==> src/rtl/decode_stage.sv <==
// RV32I decode stage: regfile address drive, RAW/WAW scoreboard, registered valid/ready output slot.
// Optional macro WB_BYPASS_EN forwards writeback data into a waiting source operand.
module decode_stage #(
  parameter int unsigned XLEN = 32,
  parameter int unsigned NREG = 32
) (
  input  logic            clk,
  input  logic            rstf,
  input  logic            in_valid,
  output logic            in_ready,
  input  logic [31:0]     in_instr,
  input  logic [31:0]     in_pc,
  output logic [4:0]      addrA,
  output logic [4:0]      addrB,
  input  logic [XLEN-1:0] regA,
  input  logic [XLEN-1:0] regB,
  output logic            out_valid,
  input  logic            out_ready,
  output logic [31:0]     out_pc,
  output logic [XLEN-1:0] out_rs1v,
  output logic [XLEN-1:0] out_rs2v,
  output logic [31:0]     out_imm,
  output logic [4:0]      out_rd,
  output logic            out_rd_we,
  output logic [6:0]      out_opcode,
  output logic [2:0]      out_funct3,
  output logic            out_funct7b5,
  output logic            out_illegal,
  input  logic            wb_valid,
  input  logic [4:0]      wb_rd,
  input  logic [XLEN-1:0] wb_data,
  input  logic            flush
);

  localparam logic [6:0] OPC_LUI    = 7'b0110111;
  localparam logic [6:0] OPC_AUIPC  = 7'b0010111;
  localparam logic [6:0] OPC_JAL    = 7'b1101111;
  localparam logic [6:0] OPC_JALR   = 7'b1100111;
  localparam logic [6:0] OPC_BRANCH = 7'b1100011;
  localparam logic [6:0] OPC_LOAD   = 7'b0000011;
  localparam logic [6:0] OPC_STORE  = 7'b0100011;
  localparam logic [6:0] OPC_OPIMM  = 7'b0010011;
  localparam logic [6:0] OPC_OP     = 7'b0110011;
  localparam logic [6:0] OPC_FENCE  = 7'b0001111;
  localparam logic [6:0] OPC_SYSTEM = 7'b1110011;

  typedef struct packed {
    logic            valid;
    logic [31:0]     pc;
    logic [XLEN-1:0] rs1v;
    logic [XLEN-1:0] rs2v;
    logic [31:0]     imm;
    logic [4:0]      rd;
    logic            rd_we;
    logic [6:0]      opcode;
    logic [2:0]      funct3;
    logic            funct7b5;
    logic            illegal;
  } bundle_t;

  bundle_t         bun_q, bun_d;
  logic [NREG-1:0] sb_q, sb_d;

  logic [6:0]      opcode;
  logic [4:0]      rs1, rs2, rd;
  logic [31:0]     imm_i, imm_s, imm_b, imm_u, imm_j;
  logic [31:0]     imm;
  logic            uses_rs1, uses_rs2, wr_class, legal;
  logic            writes_rd;
  logic            byp1, byp2;
  logic [XLEN-1:0] op_a, op_b;
  logic            hazard;
  logic            accept;

  assign opcode = in_instr[6:0];
  assign rd     = in_instr[11:7];
  assign rs1    = in_instr[19:15];
  assign rs2    = in_instr[24:20];
  assign addrA  = rs1;
  assign addrB  = rs2;

  assign imm_i = {{20{in_instr[31]}}, in_instr[31:20]};
  assign imm_s = {{20{in_instr[31]}}, in_instr[31:25], in_instr[11:7]};
  assign imm_b = {{19{in_instr[31]}}, in_instr[31], in_instr[7], in_instr[30:25], in_instr[11:8], 1'b0};
  assign imm_u = {in_instr[31:12], 12'h000};
  assign imm_j = {{11{in_instr[31]}}, in_instr[31], in_instr[19:12], in_instr[20], in_instr[30:21], 1'b0};

  // Opcode class: register usage, immediate format and legality
  always_comb begin
    uses_rs1 = 1'b0;
    uses_rs2 = 1'b0;
    wr_class = 1'b0;
    legal    = 1'b1;
    imm      = 32'h0;
    case (opcode)
      OPC_LUI, OPC_AUIPC: begin
        wr_class = 1'b1;
        imm      = imm_u;
      end
      OPC_JAL: begin
        wr_class = 1'b1;
        imm      = imm_j;
      end
      OPC_JALR, OPC_LOAD, OPC_OPIMM: begin
        uses_rs1 = 1'b1;
        wr_class = 1'b1;
        imm      = imm_i;
      end
      OPC_BRANCH: begin
        uses_rs1 = 1'b1;
        uses_rs2 = 1'b1;
        imm      = imm_b;
      end
      OPC_STORE: begin
        uses_rs1 = 1'b1;
        uses_rs2 = 1'b1;
        imm      = imm_s;
      end
      OPC_OP: begin
        uses_rs1 = 1'b1;
        uses_rs2 = 1'b1;
        wr_class = 1'b1;
      end
      OPC_FENCE, OPC_SYSTEM: ;
      default: legal = 1'b0;
    endcase
  end

  assign writes_rd = wr_class & (rd != 5'd0);

`ifdef WB_BYPASS_EN
  // A source retiring this very cycle is taken from the writeback bus instead of stalling
  assign byp1 = wb_valid & (wb_rd == rs1) & (rs1 != 5'd0);
  assign byp2 = wb_valid & (wb_rd == rs2) & (rs2 != 5'd0);
  assign op_a = byp1 ? wb_data : regA;
  assign op_b = byp2 ? wb_data : regB;
`else
  logic unused_wb_data;
  assign unused_wb_data = ^wb_data;
  assign byp1 = 1'b0;
  assign byp2 = 1'b0;
  assign op_a = regA;
  assign op_b = regB;
`endif

  // WAW on rd is never waived
  assign hazard = (uses_rs1 & sb_q[rs1] & ~byp1)
                | (uses_rs2 & sb_q[rs2] & ~byp2)
                | (writes_rd & sb_q[rd]);

  assign in_ready = ~hazard & (~bun_q.valid | out_ready) & ~flush;
  assign accept   = in_valid & in_ready;

  // Next slot contents and scoreboard; a set on accept overrides a same-cycle clear
  always_comb begin
    bun_d = bun_q;
    sb_d  = sb_q;
    if (wb_valid && (wb_rd != 5'd0)) sb_d[wb_rd] = 1'b0;
    if (flush) begin
      bun_d.valid = 1'b0;
      if (bun_q.valid && bun_q.rd_we) sb_d[bun_q.rd] = 1'b0;
    end else if (accept) begin
      bun_d.valid    = 1'b1;
      bun_d.pc       = in_pc;
      bun_d.rs1v     = op_a;
      bun_d.rs2v     = op_b;
      bun_d.imm      = imm;
      bun_d.rd       = rd;
      bun_d.rd_we    = writes_rd;
      bun_d.opcode   = opcode;
      bun_d.funct3   = in_instr[14:12];
      bun_d.funct7b5 = in_instr[30];
      bun_d.illegal  = ~legal;
      if (writes_rd) sb_d[rd] = 1'b1;
    end else if (bun_q.valid && out_ready) begin
      bun_d.valid = 1'b0;
    end
    sb_d[0] = 1'b0;
  end

  always_ff @(posedge clk or negedge rstf) begin
    if (!rstf) begin
      bun_q <= '0;
      sb_q  <= '0;
    end else begin
      bun_q <= bun_d;
      sb_q  <= sb_d;
    end
  end

  assign out_valid    = bun_q.valid;
  assign out_pc       = bun_q.pc;
  assign out_rs1v     = bun_q.rs1v;
  assign out_rs2v     = bun_q.rs2v;
  assign out_imm      = bun_q.imm;
  assign out_rd       = bun_q.rd;
  assign out_rd_we    = bun_q.rd_we;
  assign out_opcode   = bun_q.opcode;
  assign out_funct3   = bun_q.funct3;
  assign out_funct7b5 = bun_q.funct7b5;
  assign out_illegal  = bun_q.illegal;

endmodule

==> config.mk <==
export PLATFORM = sky130hd
export DESIGN_NAME = decode_stage
export DESIGN_NICKNAME = d
export VERILOG_FILES = /design/src/rtl/decode_stage.sv
export SDC_FILE = /design/constraint.sdc
export NUM_CORES = 1
export LEC_CHECK = 0
export CAP_MARGIN = 20
export CORE_UTILIZATION = 45
export CTS_CLUSTER_SIZE = 40
export DETAILED_ROUTE_END_ITERATION = 8
export HOLD_SLACK_MARGIN = 0.03
export PLACE_DENSITY_LB_ADDON = 0.15
export SYNTH_ARGS = -nofsm -noshare
export SYNTH_HDL_FRONTEND = slang
export SYNTH_SLANG_ARGS = --single-unit
==> constraint.sdc <==
create_clock -name clk -period 3.6 [get_ports clk]
set_input_delay 0.54 -clock clk [delete_from_list [all_inputs] [get_ports clk]]
set_output_delay 0.54 -clock clk [all_outputs]
set_load 0.05 [all_outputs]
==> impl_metrics.ini <==
[clock_tree]
cts.path.max_buffers = 2
cts_setup_buffers = 0
tritoncts = built
clk_pin_slew_ps = 70
clock_insertion_delay_worst_skew_ps = 440
tritoncts.num_buffers = 17
clock_tree.root_cell = clkbuf_16
clkSinkCount = 178
cts-hold-fix-buffers = 0
htree_levels = 4

[sta]
rel_slew_slack_pct = 44.0
rsz0062_at_grt = false
hold_viol = 0
max_slew.worst_pin.slew_ps = 840
timing.final.max_slew_violations = 0
hold-worst-slack_ps = 125
report.final.setup_viol = 0
max_freq_mhz = 291
fin_worst_skew_ps = 13.1
period_minus_slack_ps = 3430
finalCritPeriodShare_pct = 95.4

[power_and_ir_drop]
switching_fraction_pct = 37.1
internal_power_uw = 4140
seq_power_share_pct = 36.7
report.power.total_uw = 6580
power.leakage_uw = 0.00557
vdd_drop_max_v = 0.000330
power.combinational.fraction_pct = 35.4
power_per_cell_area_nw_per_um2 = 510
p_clk_share_pct = 27.9
switching_power_uw = 2440

[route]
routed-via-count = 6929
detail_route.wl_per_cell_um = 21.1
ant_nets = 0
number_of_drc_markers_after_the_initial_detailed_route_iteration = 605
post_drt_via_cell_ratio = 5.51
detail_route.first_pass.iterations = 5
drt_wl_total_mm = 26.5
drc = 0

[yosys]
synthCells = 678
post_synthesis_cell_area_um2 = 9000
yosysTopAreaCell = dfrtp_1
ys_seq_area_share_pct = 49.5
ys_top_cells_by_area = dfrtp_1 (49%), mux2_4 (9.0%), mux2_2 (7.6%), mux4_2 (4.3%), mux2i_1 (4.1%)
ys_ff_latch = 178
syn_avg_cell_area_um2 = 13.3
syn-num-nets = 849
share_of_async_settable_or_async_resettable_flops_after_synthesis_pct = 100
synthesis.yosys.warnings = 0
synth_top_area_share_pct = 49.5
synthFlopType = dfrtp_1
synth_edf_count = 0
synth_cell_types = 57

[layout]
area_of_the_multi_input_gates_um2 = 4000
syn2layout_area_growth_pct = 43.3
layout.filler_cells = 1539
final_cell_count_no_fill = 1258
final_nets = 1150
layout-drive-gt1-share_pct = 25.2
register_area_um2 = 4450

[critical_path]
setup.worst_path.end = in_ready
timing.critical_path.depth = 8
r2r_setup_slack_ps = 480
worst_reg2reg_path_length_in_cells = 8
worstSetupStartpointType = primary input
slowest_stage = clkdlybuf4s50_1
path_cells = clkdlybuf4s50_1 > buf_12 > mux4_2 > mux4_2 > nor2b_1 > a2111oi_2 > nor2_2 > buf_12
cp_slowest_stage_delay_ps = 540
critical_path_peak_fanout = 9
cp.arrival_ps = 2890
worst_r2r_endpoint = out_funct3[1]
critical_path.n_buffers_inverters = 3
worst_setup_path_startpoint = in_instr[21]
worst_path_dominant_cell_family = multiplexers
worst-setup-path-type = in -> out
endpoint_kind = output pin
r2r_start = sb_q[13]
critical_path_required_ps = 3060

[placement]
post-dp-hpwl_mm = 19.4
numPortBuffers = 296
globalplace.congestion = 0.902
dp_cells = 1225

[global_routing]
global_route.usage.total_pct = 26.0
aggregate_global_routing_overflow = 0
first_pass_grt_wire_length_mm = 39.7
largest_net_degree_at_the_start_of_global_routing = 87
number_of_global_route_vias_before_repair = 6754
grt_antenna_before_repair = 0

[status]
outcome = complete, no violations

[run]
max-cap-violations = 0

[min_path]
hold_path.class = in -> async

[floorplan]
die-width_um = 143
fp.dieArea_um2 = 20600
initial_core_util_pct = 46.1
core-area_um2 = 19500
die_height_um = 143
std_cell_rows = 51
design.portCount = 329
-- cell families (layout without fill, tap and decap cells) --
kind of cell,Yosys count,after routing,synth area share (%)
other,0,1,0
multiplexers,178,178,26.6
AO/OA/AOI/OAI,114,114,10.3
flip-flops,178,178,49.5
buffers and inverters,86,400,6.20
AND/OR/NAND/NOR,122,122,7.40
-- per-stage QoR --
| stage | instance area, um^2 | setup TNS, ps | worst slack (ps) | util (%) |
|---|---|---|---|---|
| floorplan | 9000 | 0 | 470 | - |
| global placement | 12300 | -28580 | -247 | 63.0 |
| detailed placement | 12300 | -31500 | -263 | 63.0 |
| CTS | 12900 | 0 | 67.4 | 66.0 |
| global route | 12900 | 0 | 92.6 | 66.0 |
| finish | 12900 | 0 | 167 | 66.1 |
-- layout by cell type, fill, tap and decap left out, types with 4 or more instances in the layout --
master and count:
mux2_1 6, inv_1 33, nand2_1 21, mux2_4 54, nand3b_1 7, a21o_1 31
nor2_1 13, inv_8 6, a22o_1 4, buf_4 28, mux2i_1 37, nor3_1 32
or3b_2 5, nor2b_1 9, o221a_2 30, dfrtp_1 178, o22ai_1 4, mux4_2 17
clkdlybuf4s50_1 293, mux2_2 61, or3_1 4, nand3_1 10, clkbuf_16 17, buf_12 12
a21oi_1 24
-- how the worst min path moves through the flow --
stage,slack [ps],to,start,cells past startpoint
after floorplan,240,out_funct3[0],rstf,0
after global placement,470,out_pc[22],out_pc[22],1
after detailed placement,480,out_pc[12],out_pc[12],1
after CTS,210,out_pc[15],rstf,1
after global routing,250,out_pc[0],rstf,1
final,120,out_pc[0],rstf,1
-- state kept, by name, summed over array words and instances, names as in the netlist --
name	cells
out_illegal	1
sb_q	31
out_rd_we	1
out_pc	32
out_funct3	3
out_valid	1
out_opcode	7
out_rd	5
out_rs2v	32
out_rs1v	32
out_imm	32
out_funct7b5	1
-- cell type report --
type,instances,share of cell area (%)
Sequential cell,178,34.5
Inverter,33,0.960
Antenna cell,1,0.0194
Multi-Input combinational cell,414,31.0
Tap cell,265,2.57
Timing Repair Buffer,335,26.4
Clock inverter,14,1.09
Clock buffer,18,3.41
-- power by group through the flow --
| stage | clock, uW | combinational [uW] | sequential (uW) |
|---|---|---|---|
| 3_5_place_dp | 0 | 2330 | 2450 |
| 3_3_place_gp | 0 | 2320 | 2440 |
| 6_report | 1840 | 2330 | 2410 |
| 5_1_grt | 1950 | 2420 | 2450 |
| 2_1_floorplan | 0 | 538 | 3350 |
| 4_1_cts | 1880 | 2340 | 2410 |
-- metal layers --
metal / GRT usage (%) / part of all wire (%)
met3: 8.33 / 9.6
met5: 0 / 0
met1: 33.5 / 40
met2: 41.0 / 48
met4: 9.63 / 2.0
-- repair_timing --
action	CTS	global route
endpoints found under the setup margin	1	1
resized for setup	2	1
cloned	0	0
pin swaps	0	0
-- cells in the mapped netlist, types with 11 or more instances --
cell type,n
nor2_1,14
mux2i_1,37
a21oi_1,24
mux4_2,17
mux2_2,61
clkbuf_1,11
inv_1,33
mux2_4,54
dfrtp_1,178
nand2_1,21
buf_4,22
o221a_2,30
nor3_1,32
a21o_1,31
No activity file was read; power rests on OpenSTA's default activity.
